File: src/rtl/pc_next_unit_pkg.sv
// Shared definitions for the PC unit and the control unit.
// Holds the next-PC source encodings and the word-alignment helper.
package pc_next_unit_pkg;

    localparam int PC_SEL_W = 3;

    // Next-PC source select encodings, shared with the control unit.
    typedef enum logic [PC_SEL_W-1:0] {
        PCSRC_SEQ  = 3'b000,
        PCSRC_JUMP = 3'b001,
        PCSRC_SYSC = 3'b010,
        PCSRC_XREG = 3'b011,
        PCSRC_ZREG = 3'b100,
        PCSRC_ALU  = 3'b101,
        PCSRC_EPC  = 3'b110,
        PCSRC_RAS  = 3'b111
    } pc_src_sel_e;

    // Clear the two byte-offset bits of a 32-bit address.
    function automatic logic [31:0] word_align32(input logic [31:0] a);
        return {a[31:2], 2'b00};
    endfunction

endpackage

File: src/rtl/pc_next_unit_ras.sv
// Return-address stack: circular storage, pointer and occupancy count.
// Ports: push/pop (already qualified), wdata in; top, empty, full out.
module pc_next_unit_ras #(
    parameter int XLEN      = 32,
    parameter int RAS_DEPTH = 4
) (
    input  logic            clk,
    input  logic            reset,
    input  logic            push,
    input  logic            pop,
    input  logic [XLEN-1:0] wdata,
    output logic [XLEN-1:0] top,
    output logic            empty,
    output logic            full
);

    localparam int PW = $clog2(RAS_DEPTH);
    localparam int CW = PW + 1;
    localparam logic [CW-1:0] DEPTH_C = CW'(RAS_DEPTH);

    logic [XLEN-1:0] entry [RAS_DEPTH];
    logic [PW-1:0]   ptr;
    logic [CW-1:0]   count;
    logic [PW-1:0]   top_idx;

    assign top_idx = ptr - 1'b1;
    assign empty   = (count == '0);
    assign full    = (count == DEPTH_C);
    assign top     = empty ? '0 : entry[top_idx];

    // Push+pop on a non-empty stack replaces the top in place.
    logic do_replace;
    logic do_push;
    logic do_pop;

    assign do_replace = push && pop && !empty;
    assign do_push    = push && !do_replace;
    assign do_pop     = pop && !push && !empty;

    always_ff @(posedge clk) begin
        if (!reset) begin
            ptr   <= '0;
            count <= '0;
        end else if (do_push) begin
            ptr <= ptr + 1'b1;
            if (!full)
                count <= count + 1'b1;
        end else if (do_pop) begin
            ptr   <= ptr - 1'b1;
            count <= count - 1'b1;
        end
    end

    // Storage is deliberately left uncleared by reset.
    always_ff @(posedge clk) begin
        if (reset) begin
            if (do_push)
                entry[ptr] <= wdata;
            else if (do_replace)
                entry[top_idx] <= wdata;
        end
    end

endmodule

File: src/rtl/pc_next_unit.sv
// PC register, next-PC 8:1 select, Z capture, EPC and return-address stack.
// Ports: control selects/enables and operands in; pc, pc_src, RAS status out.
module pc_next_unit
    import pc_next_unit_pkg::*;
#(
    parameter int              XLEN         = 32,
    parameter int              JTA_W        = 26,
    parameter int              RAS_DEPTH    = 4,
    parameter logic [XLEN-1:0] RESET_VECTOR = 32'h1000_0000
) (
    input  logic              clk,
    input  logic              reset,
    input  logic              pc_write,
    input  logic [2:0]        pc_src_sel,
    input  logic [XLEN-1:0]   alu_out,
    input  logic [XLEN-1:0]   x_reg_out,
    input  logic [JTA_W-1:0]  jta,
    input  logic [XLEN-3:0]   syscall,
    input  logic              epc_write,
    input  logic              ras_push,
    input  logic              ras_pop,
    output logic [XLEN-1:0]   pc,
    output logic [XLEN-1:0]   pc_plus4,
    output logic [XLEN-1:0]   pc_src,
    output logic [XLEN-1:0]   z_reg_out,
    output logic [XLEN-1:0]   epc,
    output logic [XLEN-1:0]   ras_top,
    output logic              ras_empty,
    output logic              ras_full
);

    assign pc_plus4 = pc + XLEN'(4);

    always_comb begin
        pc_src = pc_plus4;
        unique case (pc_src_sel_e'(pc_src_sel))
            PCSRC_SEQ:  pc_src = pc_plus4;
            PCSRC_JUMP: pc_src = {pc_plus4[XLEN-1:JTA_W+2], jta, 2'b00};
            PCSRC_SYSC: pc_src = {syscall, 2'b00};
            PCSRC_XREG: pc_src = x_reg_out;
            PCSRC_ZREG: pc_src = z_reg_out;
            PCSRC_ALU:  pc_src = alu_out;
            PCSRC_EPC:  pc_src = epc;
            PCSRC_RAS:  pc_src = ras_empty ? pc_plus4 : ras_top;
            default:    pc_src = pc_plus4;
        endcase
    end

    always_ff @(posedge clk) begin
        if (!reset) begin
            pc        <= RESET_VECTOR;
            z_reg_out <= '0;
            epc       <= '0;
        end else begin
            z_reg_out <= alu_out;
            if (pc_write)
                pc <= {pc_src[XLEN-1:2], 2'b00};
            if (epc_write)
                epc <= pc;
        end
    end

    // RAS only moves on committed PC updates so stalls hold it.
    pc_next_unit_ras #(
        .XLEN      (XLEN),
        .RAS_DEPTH (RAS_DEPTH)
    ) u_ras (
        .clk   (clk),
        .reset (reset),
        .push  (ras_push && pc_write),
        .pop   (ras_pop && pc_write),
        .wdata (pc_plus4),
        .top   (ras_top),
        .empty (ras_empty),
        .full  (ras_full)
    );

endmodule

File: config.mk
export PLATFORM = sky130hd
export DESIGN_NAME = pc_next_unit
export DESIGN_NICKNAME = d
export VERILOG_FILES = /design/src/rtl/pc_next_unit_pkg.sv /design/src/rtl/pc_next_unit_ras.sv /design/src/rtl/pc_next_unit.sv
export SDC_FILE = /design/constraint.sdc
export NUM_CORES = 1
export LEC_CHECK = 0
export CORE_AREA = 2 2 189 154
export CTS_CLUSTER_SIZE = 25
export DETAILED_ROUTE_END_ITERATION = 12
export DIE_AREA = 0 0 191 156
export PLACE_DENSITY = 0.79
export SETUP_SLACK_MARGIN = 0.15
export SLEW_MARGIN = 0
export SYNTH_ARGS = -nofsm -noshare
export SYNTH_HDL_FRONTEND = slang
export SYNTH_SLANG_ARGS = --single-unit
File: constraint.sdc
create_clock -name clk -period 6.95 [get_ports clk]
set_input_delay 2.085 -clock clk [delete_from_list [all_inputs] [get_ports clk]]
set_output_delay 2.085 -clock clk [all_outputs]
set_load 0.02 [all_outputs]
---- Word level (Yosys, flattened, before mapping) ----
Memory sizes are Yosys's and may differ from the RTL's.
Index checks and enable logic that the tools add are counted.
storage, ports and cells
  input bits .............................. 129
  bits in writable memories ............... 128
  memories kept ........................... 1
  word-level logic and storage cells ...... 53
  memory bits (read-only) ................. 0
  output and inout bits ................... 194
  bits in registers ....................... 97
  bits in latches ......................... 0
operators by class
  bitwise logic cells ..................... 0
  $lt $le $gt $ge ......................... 0
  equal/unequal tests ..................... 9
  $mul .................................... 0
  reductions and logical operators ........ 15
  multiplexer cells ....................... 18
  add/subtract/negate cells ............... 5
  divide/modulo/power cells ............... 0
  shift-type cells ........................ 0
memory list
  name         depth  bits a word  rd ports  clocked after Yosys merged registers in  write ports  line                    RTL
  u_ras.entry  4      32           1         0                                        1            pc_next_unit_ras.sv:21  logic [XLEN-1:0] entry [RAS_DEPTH];
operators by type and width
  cell                                                                count
  32-bit one-hot mux with 8 select lines                              1
  32-bit two-way mux                                                  3
  32-bit by 3-bit adder with 32-bit output, second input constant     1
  32-bit OR reduction                                                 1
  3-bit == test, second input constant                                5
  3-bit two-way mux                                                   3
  1-bit two-way mux                                                   8
  1-bit logical AND                                                   7
  3-bit by 2-bit == test with 1-bit output, second input constant     2
  3-bit zero test                                                     2
  2-bit two-way mux                                                   3
  3-bit by 1-bit adder with 3-bit output, second input constant       1
  3-bit by 1-bit == test with 1-bit output, second input constant     1
  1-bit zero test                                                     3
  3-bit by 1-bit subtractor with 3-bit output, second input constant  1
  2-bit by 1-bit adder with 2-bit output, second input constant       1
  2-bit inequality test, second input constant                        1
  2-bit AND reduction                                                 1
  2-bit nonzero test                                                  1
  2-bit by 1-bit subtractor with 2-bit output, second input constant  1

---- Logic depth before layout (Yosys ltp) ----
Gate-level depths: netlist of run 1.
  depth in word-level cells ............... 10
  depth in mapped cells ................... 10
  gate-level depth less buffers ........... 7

---- Hierarchy ----
Synthesis of run 1 repeated with hierarchy kept, for this count alone.
second synthesis, totals
  cells, all modules ...................... 998
  area total of the unflattened synthesis .. 11287.1 um^2
by module, submodules not included
  module            sequential area each (um^2)  cells each  instances  area each (um^2)
  pc_next_unit      1841.8                       737         1          5997.0
  pc_next_unit_ras  3943.8                       261         1          5290.1

---- Least setup slack after synthesis of run 1 ----
No wires, ideal clock.
  path kind ............................... input to register
  start point ............................. input reset
  end point ............................... memory u_ras.entry[0][10] (enable)
  required time ........................... 6.458 ns
  library setup time ...................... 0.492 ns
  slack ................................... 0.851 ns
  data arrival time ....................... 5.607 ns
  cell stages on the path ................. 4
  cells stage by stage .................... and2_1 > buf_1 > nand2_1 > nor4_1
on the way
  word-level cells in the longest chain between the ends .. 4
  elaborated cells on any way between the ends .. 7
ends and longest elaborated chain
  item                                                                     line                    RTL
  start: declaration                                                       pc_next_unit.sv:12      input logic reset,
  1-bit two-way mux                                                        pc_next_unit_ras.sv:56  if (reset) begin
  1-bit two-way mux (not written as such)                                  pc_next_unit_ras.sv:60  entry[top_idx] <= wdata;
  32-bit OR reduction (no line)                                            --
  2-bit two-way mux (no line) / 1-bit two-way mux (equally long branches)  --
  end: declaration                                                         pc_next_unit_ras.sv:21
Several ways; a longest one is shown, not always the timed one.

---- Final worst setup path of run 1 ----
  start point ............................. input pc_src_sel[0]
  end point ............................... output pc_src[6]
on the way
  word-level cells in the longest chain between the ends .. 2
  elaborated cells on any way between the ends .. 9
ends and longest elaborated chain
  item                                        line                RTL
  start: declaration                          pc_next_unit.sv:14  input logic [2:0] pc_src_sel,
  3-bit == test (tied with other cells)       pc_next_unit.sv:36  unique case (pc_src_sel_e'(pc_src_sel))
  32-bit one-hot mux with 8 select lines (*)  pc_next_unit.sv:36
  end: declaration                            pc_next_unit.sv:24  output logic [XLEN-1:0] pc_src,
Mark *: on every way between the ends. The rest lies on a longest branch, timed or not.

==> results of run 1 <==
critical path: cells and delay by family:
family / cells / cell delay (ns)
mux: 1 / 0.10
buf+inv: 3 / 1.38
compound gates: 4 / 0.93
state kept, by name, indices dropped and copies added (netlist names):
signal / cells
u_ras.entry: 120
u_ras.ptr: 2
pc: 30
epc: 30
z_reg_out: 32
u_ras.count: 3
cell type report:
class | count | area, um^2 | share of cell area, %
multi-input combinational | 643 | 4980 | 32.6
tap | 370 | 463 | 3.03
clock inverter | 10 | 120 | 0.785
inverter | 27 | 101 | 0.663
antenna | 1 | 2.50 | 0.0164
clock buffer | 29 | 649 | 4.25
sequential | 217 | 5550 | 36.3
timing repair buffer | 354 | 3430 | 22.4
cell families after synthesis:
kind of cell | synth area share (%)
compound gates | 13.2
xor+xnor | 2.86
simple gates | 15.3
mux | 13.1
other cells | 0.0341
flops | 50.4
fa+ha+maj | 0.296
buf+inv | 4.71
cell usage after synthesis, drive strengths merged (5+ instances only):
master / n
o221ai: 6
nor3: 7
a21oi: 29
edfxtp: 120
and3: 8
clkbuf: 34
a22o: 18
mux4: 30
nand3: 19
a31oi: 7
xor2: 11
a2bb2oi: 5
a221oi: 27
inv: 25
nand4: 11
nor2b: 49
mux2: 22
xnor2: 21
buf: 44
a22oi: 10
o2bb2ai: 5
mux2i: 52
and2: 74
nand2: 52
dfxtp: 97
a32o: 5
nand2b: 5
o21ai: 50
nor4: 8
nor2: 44
o22ai: 7
worst max-delay path by stage:
| stage | cells after the start | slack [ns] | to | startpoint |
|---|---|---|---|---|
| final | 8 | 0.34 | pc_src[6] | pc_src_sel[0] |
| after detailed placement | 8 | 0.36 | pc_src[6] | pc_src_sel[0] |
| after global routing | 7 | 0.20 | pc_src[2] | pc_src_sel[0] |
| after CTS | 8 | 0.35 | pc_src[6] | pc_src_sel[0] |
| after global placement | 8 | 0.41 | pc_src[6] | pc_src_sel[0] |
| after floorplan | 4 | 0.85 | u_ras.entry[0][10] | reset |
report_power, final:
part           leakage [nW]  switching, mW  total, mW  internal (mW)
Clock                 0.376          0.504       1.27          0.765
Combinational          3.32          0.570       1.04          0.472
Sequential             1.90         0.0785       1.50           1.42
Total                  5.60           1.15       3.81           2.66
cells in the final DEF, fill, tap and decap left out, drive strengths merged, types with 30 or more instances in the layout:
cell | netlist | routed
buf | 44 | 50
o21ai | 50 | 50
and2 | 74 | 74
mux4 | 30 | 30
nand2 | 52 | 52
clkdlybuf4s50 | 0 | 304
edfxtp | 120 | 120
dfxtp | 97 | 97
nor2b | 49 | 49
nor2 | 44 | 44
mux2i | 52 | 52
through the flow:
stage	worst slack, ns	hold WS [ns]	std cells
after floorplan	0.851	0.481	965
after global placement	0.405	0.502	1611
after detailed placement	0.359	0.512	1611
after CTS	0.347	0.520	1650
after global routing	0.201	0.552	1650
final	0.343	0.519	1651
layer usage:
metal,up-vias,part of all wire (%)
met5,-,0
met4,0,3.4
met3,90,11
met2,618,46
met1,4679,40
li1,4161,-
==> impl_results.md, run 1 <==
* EDFF count, synth at 120
* Crit path required time at 4.87 ns
* Fin util at 54.9%
* DR pass1 iterations at 5
* Max clock buf depth at 3
* Largest net degree at the start of global routing at 51
* Worst Tran Pin Value at 1.01 ns
* Tcrit/Tclk final at 95.1%
* Via count at 9,548
* Number of fill cells in the layout at 2,371
* Die ar. at 29,800 um^2
* Starting Density at 39.4%
* Initial antenna violation count at 2
* Critical path, cell by cell: buf_2 > buf_12 > mux2i_1 > a221oi_1 > a21oi_1 > a21oi_1 > a2bb2oi_1 > clkdlybuf4s50_1
* Grt total ovfl at 0
* Leading area contributor after synthesis: edfxtp_1
* Area growth from synthesis to layout at 39.1%
* Root Driver: clkbuf_16
* Worst EP arrival at around 4.5 ns
* Layer with the highest usage: met2
* PwrDens at 249 nW/um^2
* Num CTS Buffers at 22
* TritonCTS clock tree: built
* Final HPWL DP at a little over 30,000 um
* Post-Route WL at roughly 41,000 um
* Count of input and output buffers at about 310
* Worst setup path category: input pin to primary output
* DR WL/cell at ~25 um
* Grt met2 use at between 40 and 50%
* Worst relative slew slack at 32.5%
* Slowest CP cell: clkdlybuf4s50_1
* Seq/Total Area, Yosys at about half
* Routed vias/inst at 5.78
* Critical path launch point type: input pin
* Cell count of the worst reg-to-reg path at 3
* Cell area after synthesis at 11,000 um^2
* GP Congestion at 0.922
* Status: completed
* CTS sink count at 217
* Fmax at between 0.15 and 0.2 GHz
* FP Rows at 55
* Final setup fails at 0
* Final Total Pwr at 3.81 mW
* CTS Hold Buffers Added at 0
* Max Cap Viol at 0
* WHS Path Cells at 2
* Final Instance Area at 15,300 um^2
* Setup TNS at 0 ns
* Ports at 323
* Critical Path End Type: primary output
* Die height at 156 um
* Fin nets at 1,396
* Top cell type's share of synthesized area at about a third
* Hold_sp: u_ras.count[2]
* Die W at about 190 um
* Synth Flop Type: edfxtp_1
* Number of global-route vias before repair at between 9,000 and 10,000
* RSZ-0062 raised after global routing: no
* Postcts setup bufs at 0
* Average size of a mapped cell at 11.5 um^2
* Critical Path Fanout Max at 27
* Depth of the CTS H-tree at 1
* Layout cell share with drive strength beyond 1 at approximately an eighth
* CTS clk-pin slew, worst paths at 0.06 ns
* Syn Inst Count at approximately 960
* GRT Total Usage at 26.8%
* Leak at 5.60 nW
* R2R setup slack at between 4 and 5 ns
* Max Clock Skew at 0.0103 ns
* Asr flop ratio synth at 0%
* # DRC at 0
* Worst R2R Start: u_ras.ptr[0]
* Detail Route Antenna Nets at 0
* Worst path max stage delay at 0.69 ns
* Fin. Hold Viols at 0
* WHS Endpoint: u_ras.count[2]
* Top cells by area, synth: edfxtp_1, dfxtp_1, mux4_2, mux2i_1, and2_1
* Post_cts resized at 0
* R2R Path End: u_ras.entry[0][27]
* Area post-placement at 14,500 um^2
* Seq cells post-synth at 217
* Clock latency on the worst-skew pair at 0.51 ns
* GR Util met3 at just over 6%
* Pins Over Slew Limit at 0
* Fin crit period at 6.61 ns
* 1st-iter DRT viols at 1,008
* Maximum VDD drop at 0.167 mV
* Synthesis warning total at 0
* Grt met1 use at 35.7%
* Worst hold path class: flip-flop to flip-flop
* First-pass GRT wire length at ~59,000 um
* Core area at 27,900 um^2
* Yosys cell types at approximately 80
* Worst path most repeated cell: a21oi_1
No activity file was read; power rests on OpenSTA's default activity.
==> inputs of run 2 (changes only) <==
--- a/config.mk
+++ b/config.mk
@@ -9,6 +9,7 @@
 export CTS_CLUSTER_SIZE = 25
 export DETAILED_ROUTE_END_ITERATION = 12
 export DIE_AREA = 0 0 191 156
+export GPL_TIMING_DRIVEN = 0
 export PLACE_DENSITY = 0.79
 export SETUP_SLACK_MARGIN = 0.15
 export SLEW_MARGIN = 0
==> run 2 against run 1 <==
Register-to-register slack got worse by 0.51 ns. Flip-flop and latch count unchanged. Largest power group unchanged. Critical path type unchanged. Utilization increased by 1.4 points. Fmax decreased by 3.0%. Setup slack got worse by 0.21 ns. Global-route usage increased by 3.5 points. Clock skew increased by 0.0018 ns. Clock-buffer cell count decreased by 5. Worst hold slack improved by 0.023 ns. Power decreased by 0.61%. Final cell count increased by 3.3%. First-iteration DRC count increased by 26%.
==> impl_results.md, run 2 (synthesis results as in run 1) <==
* Largest register by flop count: u_ras.entry
* R2R setup slack at around 3.7 ns
* Worst setup path category: input pin to primary output
* Final setup fails at 0
* Commonest non-fill, non-tap cell in the layout: clkdlybuf4s50_1
* WHS Path Cells at 2
* Worst path max stage delay at 0.68 ns
* Buf/Inv on CP at 5
* Worst Setup SP: pc_src_sel[0]
* Crit path required time at around 4.9 ns
* FP Rows at 55
* Count of input and output buffers at 313
* Fin. Hold Viols at 0
* Max FFs per register at 120
* Fmax at 0.147 GHz
* Number of global-route vias before repair at 9,996
* Multi-input gate area at between 5000 and 6000 um^2
* RSZ-0062 raised after global routing: yes
* Die W at 191 um
* Initial antenna violation count at 0
* Cell count of the worst reg-to-reg path at 9
* Fin nets at 1,447
* Worst R2R Start: u_ras.ptr[0]
* Area post-placement at approximately 15,000 um^2
* GP Congestion at between 0.9 and 1
* R2R Path End: u_ras.entry[0][26]
* 1st-iter DRT viols at 1,268
* Clock latency on the worst-skew pair at 0.52 ns
* CTS sink count at around 220
* Placed Cells at between 1,500 and 2,000
* Maximum VDD drop at 0.164 mV
* Final HPWL DP at 35,100 um
* Critical path, cell by cell: clkdlybuf4s50_1 > buf_4 > buf_4 > nor3_2 > buf_2 > nor2_1 > o221ai_1 > clkdlybuf4s50_1
* Root Driver: clkbuf_16
* Max clock buf depth at 3
* Fin util at ~56%
* Starting Density at between 30% and 40%
* Critical Path End Type: primary output
* Layout cell share with drive strength beyond 1 at 15.7%
* CTS clk-pin slew, worst paths at around 0.07 ns
* TritonCTS clock tree: built
* Core area at 27,900 um^2
* PwrDens at about 240 nW/um^2
* Area growth from synthesis to layout at 42.6%
* Fin crit period at 6.81 ns
* Tcrit/Tclk final at 98.0%
* Pins Over Slew Limit at 0
* Worst relative slew slack at 33.4%
* Depth of the CTS H-tree at 1
* Hold_sp: u_ras.count[2]
* Number of fill cells in the layout at 2,376
* # DRC at 0
* Largest net degree at the start of global routing at 31
* Ports at 323
* Leak at 5.90 nW
* GRT Total Usage at 30.2%
* Setup TNS at 0 ns
* Crit path max-delay family: buffers and inverters
* Critical Path Fanout Max at 10
* Die ar. at 29,800 um^2
* Max Cap Viol at 0
* Slowest CP cell: clkdlybuf4s50_1
* Worst EP arrival at approximately 4.7 ns
* Critical path launch point type: input pin
* Routed vias/inst at 5.96
* Status: completed
* Final Instance Area at 15,700 um^2
* Commonest non-fill, non-tap cells in the layout: clkdlybuf4s50_1, edfxtp_1, dfxtp_1, and2_1, mux2i_1
* Worst hold path class: flip-flop to flip-flop
* Die height at 156 um
* Max Clock Skew at 0.0121 ns
* CTS Hold Buffers Added at 0
* WHS Endpoint: u_ras.count[2]
* Regs by FF count: u_ras.entry (120), z_reg_out (32)
* Worst Tran Pin Value at between 0.9 and 1 ns
* First-pass GRT wire length at 66,200 um
* Detail Route Antenna Nets at 0
* Register area at 5550 um^2
* DR WL/cell at 27.0 um
* Final hold slack at approximately 0.54 ns
* Layout Cells excl Fill at 1,705
* DR pass1 iterations at 5
* Num CTS Buffers at 23
* Via count at 10,200
* Post-Route WL at 46,000 um
* Grt total ovfl at 0
-- run 2: stage by stage --
step	setup WS (ns)	power [mW]
floorplan	0.851	2.05
global placement	-2.29	2.57
detailed placement	-0.727	2.60
CTS	0.152	3.77
global route	0.0478	3.89
finish	0.138	3.79
-- run 2: worst max-delay path by stage --
stage                                     to  slack [ns]  depth (start not counted)
after detailed placement          pc_src[12]       -0.73                         11
after global placement    u_ras.entry[2][27]       -2.29                          5
after global routing              pc_src[24]        0.05                         10
after floorplan           u_ras.entry[0][10]        0.85                          4
after CTS                         pc_src[24]        0.15                         10
final                             pc_src[15]        0.14                          8
-- run 2: final cells by class --
type                    instances  area share (%)
inverters                      27           0.670
clock buffers                  24            3.69
well taps                     370            2.95
diodes                          2          0.0319
clock inverters                18           0.750
multi-input cells             643            32.5
repair buffers                326            20.8
plain buffers                  78            3.23
flip-flops and latches        217            35.4
-- run 2: layer usage --
layer,up-vias,GRT usage [%],part of all wire (%)
met3,111,6.50,13
met4,0,9.30,3.2
met2,842,47.0,44
li1,4272,-,-
met1,4938,42.1,40
met5,-,0,0
-- run 2: worst reg2reg max path: cells and delay by family, from the launching register on --
kind / cells / cell delay (ns)
buf+inv: 7 / 1.74
flops: 1 / 0.31
simple gates: 2 / 0.94
-- run 2: power by group --
group,switching (mW),internal [mW],leakage [nW]
Clock,0.542,0.643,0.332
Sequential,0.0574,1.42,1.90
Combinational,0.636,0.487,3.67
-- run 2: timing repair --
action	4_1_cts	5_1_grt
resized for setup	74	24
setup endpoints to repair	32	17
pin swaps	2	1
setup buffers	2	1
